**config.mk**
```make
export PLATFORM = sky130hd
export DESIGN_NAME = platform_pool
export DESIGN_NICKNAME = d
export VERILOG_FILES = /design/src/rtl/platform_pool.sv
export SDC_FILE = /design/constraint.sdc
export NUM_CORES = 1
export LEC_CHECK = 0
export BUFFER_PORTS_ARGS = -buffer_cell sky130_fd_sc_hd__buf_2
export CORE_MARGIN = 3
export CORE_UTILIZATION = 56
export DETAILED_ROUTE_END_ITERATION = 10
export PLACE_DENSITY_LB_ADDON = 0.05
export SLEW_MARGIN = 15
export SYNTH_ARGS = -nofsm -noshare
export SYNTH_HDL_FRONTEND = slang
export SYNTH_SLANG_ARGS = --single-unit
```
**constraint.sdc**
```tcl
create_clock -name clk -period 10.5 [get_ports clk]
set_input_delay 0.525 -clock clk [delete_from_list [all_inputs] [get_ports clk]]
set_output_delay 0.525 -clock clk [all_outputs]
set_load 0.05 [all_outputs]
```
**src/rtl/platform_pool.sv**
```systemverilog
// Platform pool: stores N_BLOCKS platform (x, y) slots, lays them out on reset,
// and on each scroll event relocates any platform that has dropped fully below
// the bottom of the view to a pseudo-random spot above the current top.
module platform_pool #(
    parameter int          SCREEN_WIDTH  = 400,
    parameter int          SCREEN_HEIGHT = 700,
    parameter int          BLOCK_WIDTH   = 40,
    parameter int          BLOCK_HEIGHT  = 5,
    parameter int          N_BLOCKS      = 16,
    parameter int          INIT_GAP      = 40,
    parameter int          MIN_GAP       = 30,
    parameter logic [15:0] LFSR_SEED     = 16'hACE1,
    localparam int         IDX_W         = $clog2(N_BLOCKS)
) (
    input  logic             clk,
    input  logic             reset,
    input  logic             newView,
    input  logic [31:0]      minY,
    input  logic [IDX_W-1:0] rd_idx,
    output logic [9:0]       rd_x,
    output logic [31:0]      rd_y,
    output logic [31:0]      top_y,
    output logic             busy,
    output logic             recycle,
    output logic             scan_done
);

    localparam int XRANGE = SCREEN_WIDTH - BLOCK_WIDTH;

    // Catch parameter sets the x-wrap and LFSR logic cannot handle.
    if (XRANGE < 256 || XRANGE >= 512 || LFSR_SEED == 16'h0000 ||
        SCREEN_HEIGHT < BLOCK_HEIGHT) begin : g_bad_params
        $error("platform_pool: unsupported parameter combination");
    end

    typedef enum logic [1:0] {
        S_INIT = 2'd0,
        S_IDLE = 2'd1,
        S_SCAN = 2'd2
    } state_t;

    state_t           state_q, state_d;
    logic [IDX_W-1:0] idx_q, idx_d;
    logic [15:0]      lfsr_q, lfsr_d;
    logic             pending_q, pending_d;
    logic [31:0]      min_y_l_q, min_y_l_d;
    logic [31:0]      top_y_q, top_y_d;
    logic [9:0]       x_acc_q, x_acc_d;
    logic             recycle_q, recycle_d;
    logic             scan_done_q, scan_done_d;
    logic [9:0]       rd_x_q;
    logic [31:0]      rd_y_q;

    // Slot storage: written one slot per cycle, read by the scan and the read port.
    logic [9:0]  x_mem [N_BLOCKS];
    logic [31:0] y_mem [N_BLOCKS];

    logic        wr_en;
    logic [9:0]  wr_x;
    logic [31:0] wr_y;

    logic        last_slot;
    logic        hit;
    logic [31:0] init_y;
    logic [9:0]  x_acc_sum;
    logic [9:0]  x_acc_step;
    logic [31:0] y_new;
    logic [9:0]  r_raw;
    logic [9:0]  x_new;
    logic        lfsr_fb;

    // Datapath helpers for init layout, recycle placement and LFSR feedback.
    always_comb begin
        last_slot  = (idx_q == IDX_W'(N_BLOCKS - 1));
        init_y     = 32'(INIT_GAP) * {{(32-IDX_W){1'b0}}, idx_q};
        x_acc_sum  = x_acc_q + 10'd47;
        x_acc_step = (x_acc_sum >= 10'(XRANGE)) ? (x_acc_sum - 10'(XRANGE)) : x_acc_sum;
        // 33-bit compare so y near the top of the range cannot wrap into a false hit.
        hit        = ({1'b0, y_mem[idx_q]} + 33'(BLOCK_HEIGHT)) <= {1'b0, min_y_l_q};
        y_new      = top_y_q + 32'(MIN_GAP) + {26'd0, lfsr_q[5:0]};
        r_raw      = {1'b0, lfsr_q[8:0]};
        x_new      = (r_raw >= 10'(XRANGE)) ? (r_raw - 10'(XRANGE)) : r_raw;
        lfsr_fb    = lfsr_q[15] ^ lfsr_q[13] ^ lfsr_q[12] ^ lfsr_q[10];
    end

    // Next-state logic for the INIT / IDLE / SCAN controller.
    always_comb begin
        state_d     = state_q;
        idx_d       = idx_q;
        lfsr_d      = lfsr_q;
        pending_d   = pending_q;
        min_y_l_d   = min_y_l_q;
        top_y_d     = top_y_q;
        x_acc_d     = x_acc_q;
        recycle_d   = 1'b0;
        scan_done_d = 1'b0;
        wr_en       = 1'b0;
        wr_x        = '0;
        wr_y        = '0;

        case (state_q)
            S_INIT: begin
                wr_en   = 1'b1;
                wr_x    = x_acc_q;
                wr_y    = init_y;
                x_acc_d = x_acc_step;
                idx_d   = idx_q + 1'b1;
                if (newView) pending_d = 1'b1;
                if (last_slot) begin
                    idx_d = '0;
                    // An event seen during (or on the last cycle of) init starts a scan.
                    if (pending_q || newView) begin
                        state_d   = S_SCAN;
                        pending_d = 1'b0;
                        min_y_l_d = minY;
                    end else begin
                        state_d = S_IDLE;
                    end
                end
            end
            S_IDLE: begin
                if (newView) begin
                    min_y_l_d = minY;
                    idx_d     = '0;
                    state_d   = S_SCAN;
                end
            end
            S_SCAN: begin
                if (newView) pending_d = 1'b1;
                if (hit) begin
                    wr_en     = 1'b1;
                    wr_x      = x_new;
                    wr_y      = y_new;
                    top_y_d   = y_new;
                    lfsr_d    = {lfsr_q[14:0], lfsr_fb};
                    recycle_d = 1'b1;
                end
                idx_d = idx_q + 1'b1;
                if (last_slot) begin
                    scan_done_d = 1'b1;
                    idx_d       = '0;
                    // Coalesced events run back-to-back as one extra scan.
                    if (pending_q || newView) begin
                        pending_d = 1'b0;
                        min_y_l_d = minY;
                    end else begin
                        state_d = S_IDLE;
                    end
                end
            end
            default: state_d = S_INIT;
        endcase
    end

    // Control registers and the registered read port, reset synchronously.
    always_ff @(posedge clk) begin
        if (reset) begin
            state_q     <= S_INIT;
            idx_q       <= '0;
            lfsr_q      <= LFSR_SEED;
            pending_q   <= 1'b0;
            min_y_l_q   <= '0;
            top_y_q     <= 32'((N_BLOCKS - 1) * INIT_GAP);
            x_acc_q     <= '0;
            recycle_q   <= 1'b0;
            scan_done_q <= 1'b0;
            rd_x_q      <= '0;
            rd_y_q      <= '0;
        end else begin
            state_q     <= state_d;
            idx_q       <= idx_d;
            lfsr_q      <= lfsr_d;
            pending_q   <= pending_d;
            min_y_l_q   <= min_y_l_d;
            top_y_q     <= top_y_d;
            x_acc_q     <= x_acc_d;
            recycle_q   <= recycle_d;
            scan_done_q <= scan_done_d;
            rd_x_q      <= x_mem[rd_idx];
            rd_y_q      <= y_mem[rd_idx];
        end
    end

    // Slot write; reset blocks writes, INIT rebuilds the contents afterwards.
    always_ff @(posedge clk) begin
        if (!reset && wr_en) begin
            x_mem[idx_q] <= wr_x;
            y_mem[idx_q] <= wr_y;
        end
    end

    assign rd_x      = rd_x_q;
    assign rd_y      = rd_y_q;
    assign top_y     = top_y_q;
    assign busy      = (state_q != S_IDLE);
    assign recycle   = recycle_q;
    assign scan_done = scan_done_q;

endmodule

```
# == Word-level counts from Yosys, hierarchy flattened ==
# Memories as Yosys holds them, arrays and structs flattened. A register that Yosys moved wholly into a read port is not among the register bits.
# Cells that the tools add are included.
# totals
reg_bits,99
elab_cells,76
output_inout_bits,77
inputBits,39
romBits,0
ram_bits,672
memories,2
latch_bits,0
# op_classes
n_bitwise,4
shifts,0
n_mux,29
add_sub_neg,7
n_div,0
n_reduce_logical,11
n_lt_le_gt_ge,3
n_eq_ne,10
multipliers,1
# memory_table
memory,depth,width,read_ports,rd_clocked_by_memory_dff,write_ports,line_no,rtl
y_mem,16,32,2,2,1,56,logic [31:0] y_mem [N_BLOCKS];
x_mem,16,10,1,1,1,55,logic [9:0] x_mem [N_BLOCKS];
# op_table
cell,count
2-to-1 mux 32 bit,4
case mux 32 bit (2 select lines),2
"adder 32 x 3 -> 33 bit, second input constant",1
less-or-equal comparator 33 x 32 -> 1 bit,1
"adder 32 x 5 -> 32 bit, second input constant",1
adder 32 x 6 -> 32 bit,1
2-to-1 mux 10 bit,3
case mux 10 bit (2 select lines),1
2-to-1 mux 4 bit,4
"adder 10 x 6 -> 10 bit, second input constant",1
"greater-or-equal comparator 10 x 9 -> 1 bit, second input constant",1
2-to-1 mux 2 bit,5
"subtractor 10 x 9 -> 10 bit, second input constant",1
"subtractor 9 x 9 -> 10 bit, second input constant",1
"greater-or-equal comparator 9 bit, second input constant",1
"inequality test 2 bit, second input constant",4
case mux 4 bit (2 select lines),1
AND reduction 4 bit,2
"multiplier 3 x 4 -> 7 bit, first input constant",1
2-to-1 mux 1 bit,7
"inequality test 2 x 1 -> 1 bit, second input constant",3
case mux 2 bit (3 select lines),1
"adder 4 x 1 -> 4 bit, second input constant",1
"equality test 4 bit, second input constant",1
other kinds (12),16

# == Depth between registers and ports, before layout ==
# depth
ltp_word,7
ltp_mapped,25
depth_no_buf,17

# == Least setup slack after synthesis ==
# No wires, ideal clock.
# synth_timing
kind,register -> register
start,reg (tool-made name)
end,mem x_mem[15][0] (enable)
period_less_slack_ps,7570
setup_time_ps,494
path_slack_ps,2930
stages_incl_launch_ff,18
t_required_ps,10006
arrival_ps,7076
n_path_buf,3
path_cell_list,dfxtp_1 -> buf_6 -> buf_8 -> buf_4 -> mux4_2 -> mux4_2 -> ha_1 -> a311o_1 -> nand4_1 -> xnor2_1 -> ha_1 -> and4_1 -> nor4bb_1 -> a221oi_1 -> o221ai_1 -> a21oi_1 -> o31ai_1 -> nor3_1
# synth_rtl
element,line_no
end: declaration,55

==> reports/qor.csv <==
stage,metric,value,unit
die,coreArea,66100,µm²
drt,totalWireLength,101000,µm
clocking,clk_latency,0.63,ns
synthesis,synth_fp_nets,2358,
clocking,cts_tree,done,
die,die_w,265,µm
grt,antenna_found_initial,2,
synthesis,synth_xor_area_share,1.65,%
grt,gr-total-overflow,0,
die,num_io_pins,116,
placed_design,place.gp.congestion,0.895,
clocking,holdBufCountCts,0,
clocking,htreeDepth,3,
clocking,clock-sinks,817,
hold_path,min_path_type,in -> reg,
hold_path,hp-start,minY[21],
critical_path,path_cells,buf_12 -> mux2i_1 -> a221oi_2 -> o21ai_1 -> a21oi_4 -> o2111ai_2 -> or3_1 -> nor3b_1 -> xor2_1 -> ha_1 -> nand4_1 -> nor4bb_1 -> a221oi_1 -> o221ai_1 -> a21oi_1 -> o31ai_1 -> nor4b_1 -> and2_2 -> buf_4,
sta,worstMarginPinSlew,1.20,ns
power,p_per_area,180,nW/µm²
placed_design,io_buffers,115,
clocking,ctsResizeCount,0,
die,rows,94,
sta,finalCritPeriodShare,78.2,%
finish,area_growth,11.5,%
sta,rsz0062_at_grt,false,
drt,postRouteAntennaNets,0,
outcome,outcome,finished clean,
critical_path,critPathSlowestCell,and2_2,
sta,skew,0.0204,ns
synthesis,yosys_warnings,0,
sta,relSlewSlack,20.0,%
drt,vias_per_cell,6.75,
sta,timing.final.crit_period,8.21,ns
synthesis,synthMuxAreaShare,21.4,%
synthesis,yosys.area.top_type,edfxtp_1,
critical_path,r2r_slack,2.29,ns
drt,drc,0,
sta,holdWs,0.133,ns
critical_path,required,10.79,ns
clocking,post_cts_buffers,0,
clocking,clk_pin_slew,0.06,ns
finish,final_nets,2458,
sta,fmax,122,MHz
critical_path,start_kind,flop,
grt,grt_pass1_vias,22100,
grt,grt_max_degree,110,
placed_design,placed_cell_area,39000,µm²
synthesis,synth-async-reset-ratio,0,%
clocking,root_buffer,clkbuf_16,
synthesis,synth_top_family_by_area,multiplexers,
synthesis,syn-cell-area,37600,µm²
clocking,cts_buffer_depth,3,
synthesis,synth-simple-area-share,6.30,%
critical_path,cp_slowest_stage_delay,1.04,ns
grt,grt_pass1_wl,149000,µm
grt,grtUsageTotal,29.1,%
synthesis,synth_top_area_share,53.7,%
drt,num_vias,22300,
critical_path,end_kind,flop,
synthesis,ys_ff_latch,817,
finish,fin_area,41900,µm²
critical_path,cp_max_fo,109,
synthesis,synth_compound_area_share,4.63,%
sta,hold_viol,0,
synthesis,synthAdderAreaFrac,1.97,%
critical_path,critical_path_class,reg -> reg,
synthesis,synth.area.top_cells,"edfxtp_1 54%, mux4_2 20%, dfxtp_1 7.7%",
run,maxCapViolCount,0,
sta,finalMaxSlewViolations,0,
power,p_leak,0.0133,µW
hold_path,min_to,min_y_l_q[21],
critical_path,r2r_end,y_mem[9][18],
drt,wl_per_cell,30.6,µm
critical_path,reg2reg_depth,19,
die,initial_core_util,56.9,%
drt,drt-initial-drc-count,2570,
die,die_area,70300,µm²
drt,firstDrtPassIters,5,
synthesis,avgSynthCellArea,16.6,µm²
synthesis,synth_seq_area_share,61.4,%
critical_path,worstPathArrival,8.50,ns
die,chipHeight,265,µm
finish,layout-drive-gt1-share,28.5,%
synthesis,synthDistinctLibCells,73,
synthesis,synth_edf_count,672,
power,peakVddDrop,0.182,mV
placed_design,dp_hpwl,60100,µm
sta,finalSetupTns,0,ns
synthesis,synth_cells,2261,
synthesis,synth_ff_type,edfxtp_1,
hold_path,whs_path_depth,3,
clocking,cts_buffers,84,
sta,setup_violations,0,
## final cells by class
type / instances / area (µm²)
inverter: 67 / 251
clock inverter: 55 / 727
fill: 4789 / 24200
timing repair buffer: 161 / 955
clock buffer: 101 / 2230
sequential: 817 / 23100
multi-input combinational: 1230 / 13600
tap: 864 / 1080
antenna: 2 / 5.00
## how the worst max path moves through the flow
stage          from           end  slack (ns)
3_5_place_dp   flop   y_mem[9][9]        2.46
3_3_place_gp   flop   x_mem[2][4]        2.70
5_1_grt        flop  y_mem[9][18]        1.81
6_report       flop  y_mem[9][18]        2.29
2_1_floorplan  flop  x_mem[15][0]        2.93
4_1_cts        flop  y_mem[9][18]        2.40
## sequential cells by signal, summed over array words and instances (netlist names), named ones only
| register | flops |
|---|---|
| min_y_l_q | 32 |
| scan_done | 1 |
| pending_q | 1 |
| recycle | 1 |
| lfsr_q | 16 |
| top_y | 32 |
| rd_y | 32 |
| x_mem | 160 |
| y_mem | 512 |
| idx_q | 4 |
| x_acc_q | 10 |
| rd_x | 10 |
| state_q | 2 |
## where the power goes
group	total, µW	switching [µW]	internal, µW
Sequential	3630	56.1	3570
Combinational	721	430	290
Clock	3180	1270	1910
## synthesized netlist by cell type, drive strengths merged, types with 7 or more instances
| library cell | count |
|---|---|
| edfxtp | 672 |
| mux4 | 340 |
| dfxtp | 145 |
| nand2 | 139 |
| a21oi | 93 |
| clkbuf | 93 |
| nor2 | 77 |
| and2 | 67 |
| inv | 66 |
| ha | 56 |
| buf | 54 |
| o21ai | 40 |
| xor2 | 39 |
| nand3 | 36 |
| mux2i | 35 |
| xnor2 | 32 |
| o31ai | 28 |
| or4 | 28 |
| a22oi | 24 |
| nand4 | 24 |
| nor3 | 19 |
| a21o | 14 |
| and4 | 14 |
| a221oi | 12 |
| nor2b | 12 |
| and3 | 8 |
| o211ai | 8 |
| or3 | 8 |
| o22ai | 7 |
## per-stage QoR
stage / worst slack (ns) / utilization (%) / cells / total power (µW)
3_3_place_gp: 2.70 / 58.9 / 3139 / 4400
2_1_floorplan: 2.93 / - / 2261 / 4210
4_1_cts: 2.40 / 63.4 / 3295 / 7570
3_5_place_dp: 2.46 / 58.9 / 3139 / 4410
5_1_grt: 1.81 / 63.5 / 3295 / 7770
6_report: 2.29 / 63.5 / 3297 / 7530
## logic make-up (layout without fill, tap and decap cells)
logic type,count (synthesis),after routing
compound gates,265,265
flops,817,817
mux,379,379
simple gates,457,457
buf+inv,214,384
other cells,0,2
fa+ha+maj,58,58
xor+xnor,71,71
## worst max-delay path, delay by kind of cell (launching register included)
family	cells	cell delay, ns
buf+inv	2	1.16
compound gates	8	2.52
fa+ha+maj	1	0.27
simple gates	6	2.60
xor+xnor	1	0.20
mux	1	0.22
flops	1	0.74
## layer usage
metal	track usage (%)	share of wire [%]	vias up
met5	0	0.017	-
met4	7.61	2.6	2
met3	4.99	8.5	166
met2	45.4	47	1114
met1	43.4	42	11600
li1	-	-	9350
## cell usage in the layout, fill, tap and decap left out, drive strengths merged, types with 35 or more instances in the layout
cell | Yosys | layout
a21oi | 93 | 93
and2 | 67 | 67
buf | 54 | 161
clkbuf | 93 | 101
dfxtp | 145 | 145
edfxtp | 672 | 672
ha | 56 | 56
inv | 66 | 69
mux2i | 35 | 35
mux4 | 340 | 340
nand2 | 139 | 139
nand3 | 36 | 36
nor2 | 77 | 77
o21ai | 40 | 40
xor2 | 39 | 39
No activity file was read; power rests on OpenSTA's default activity.
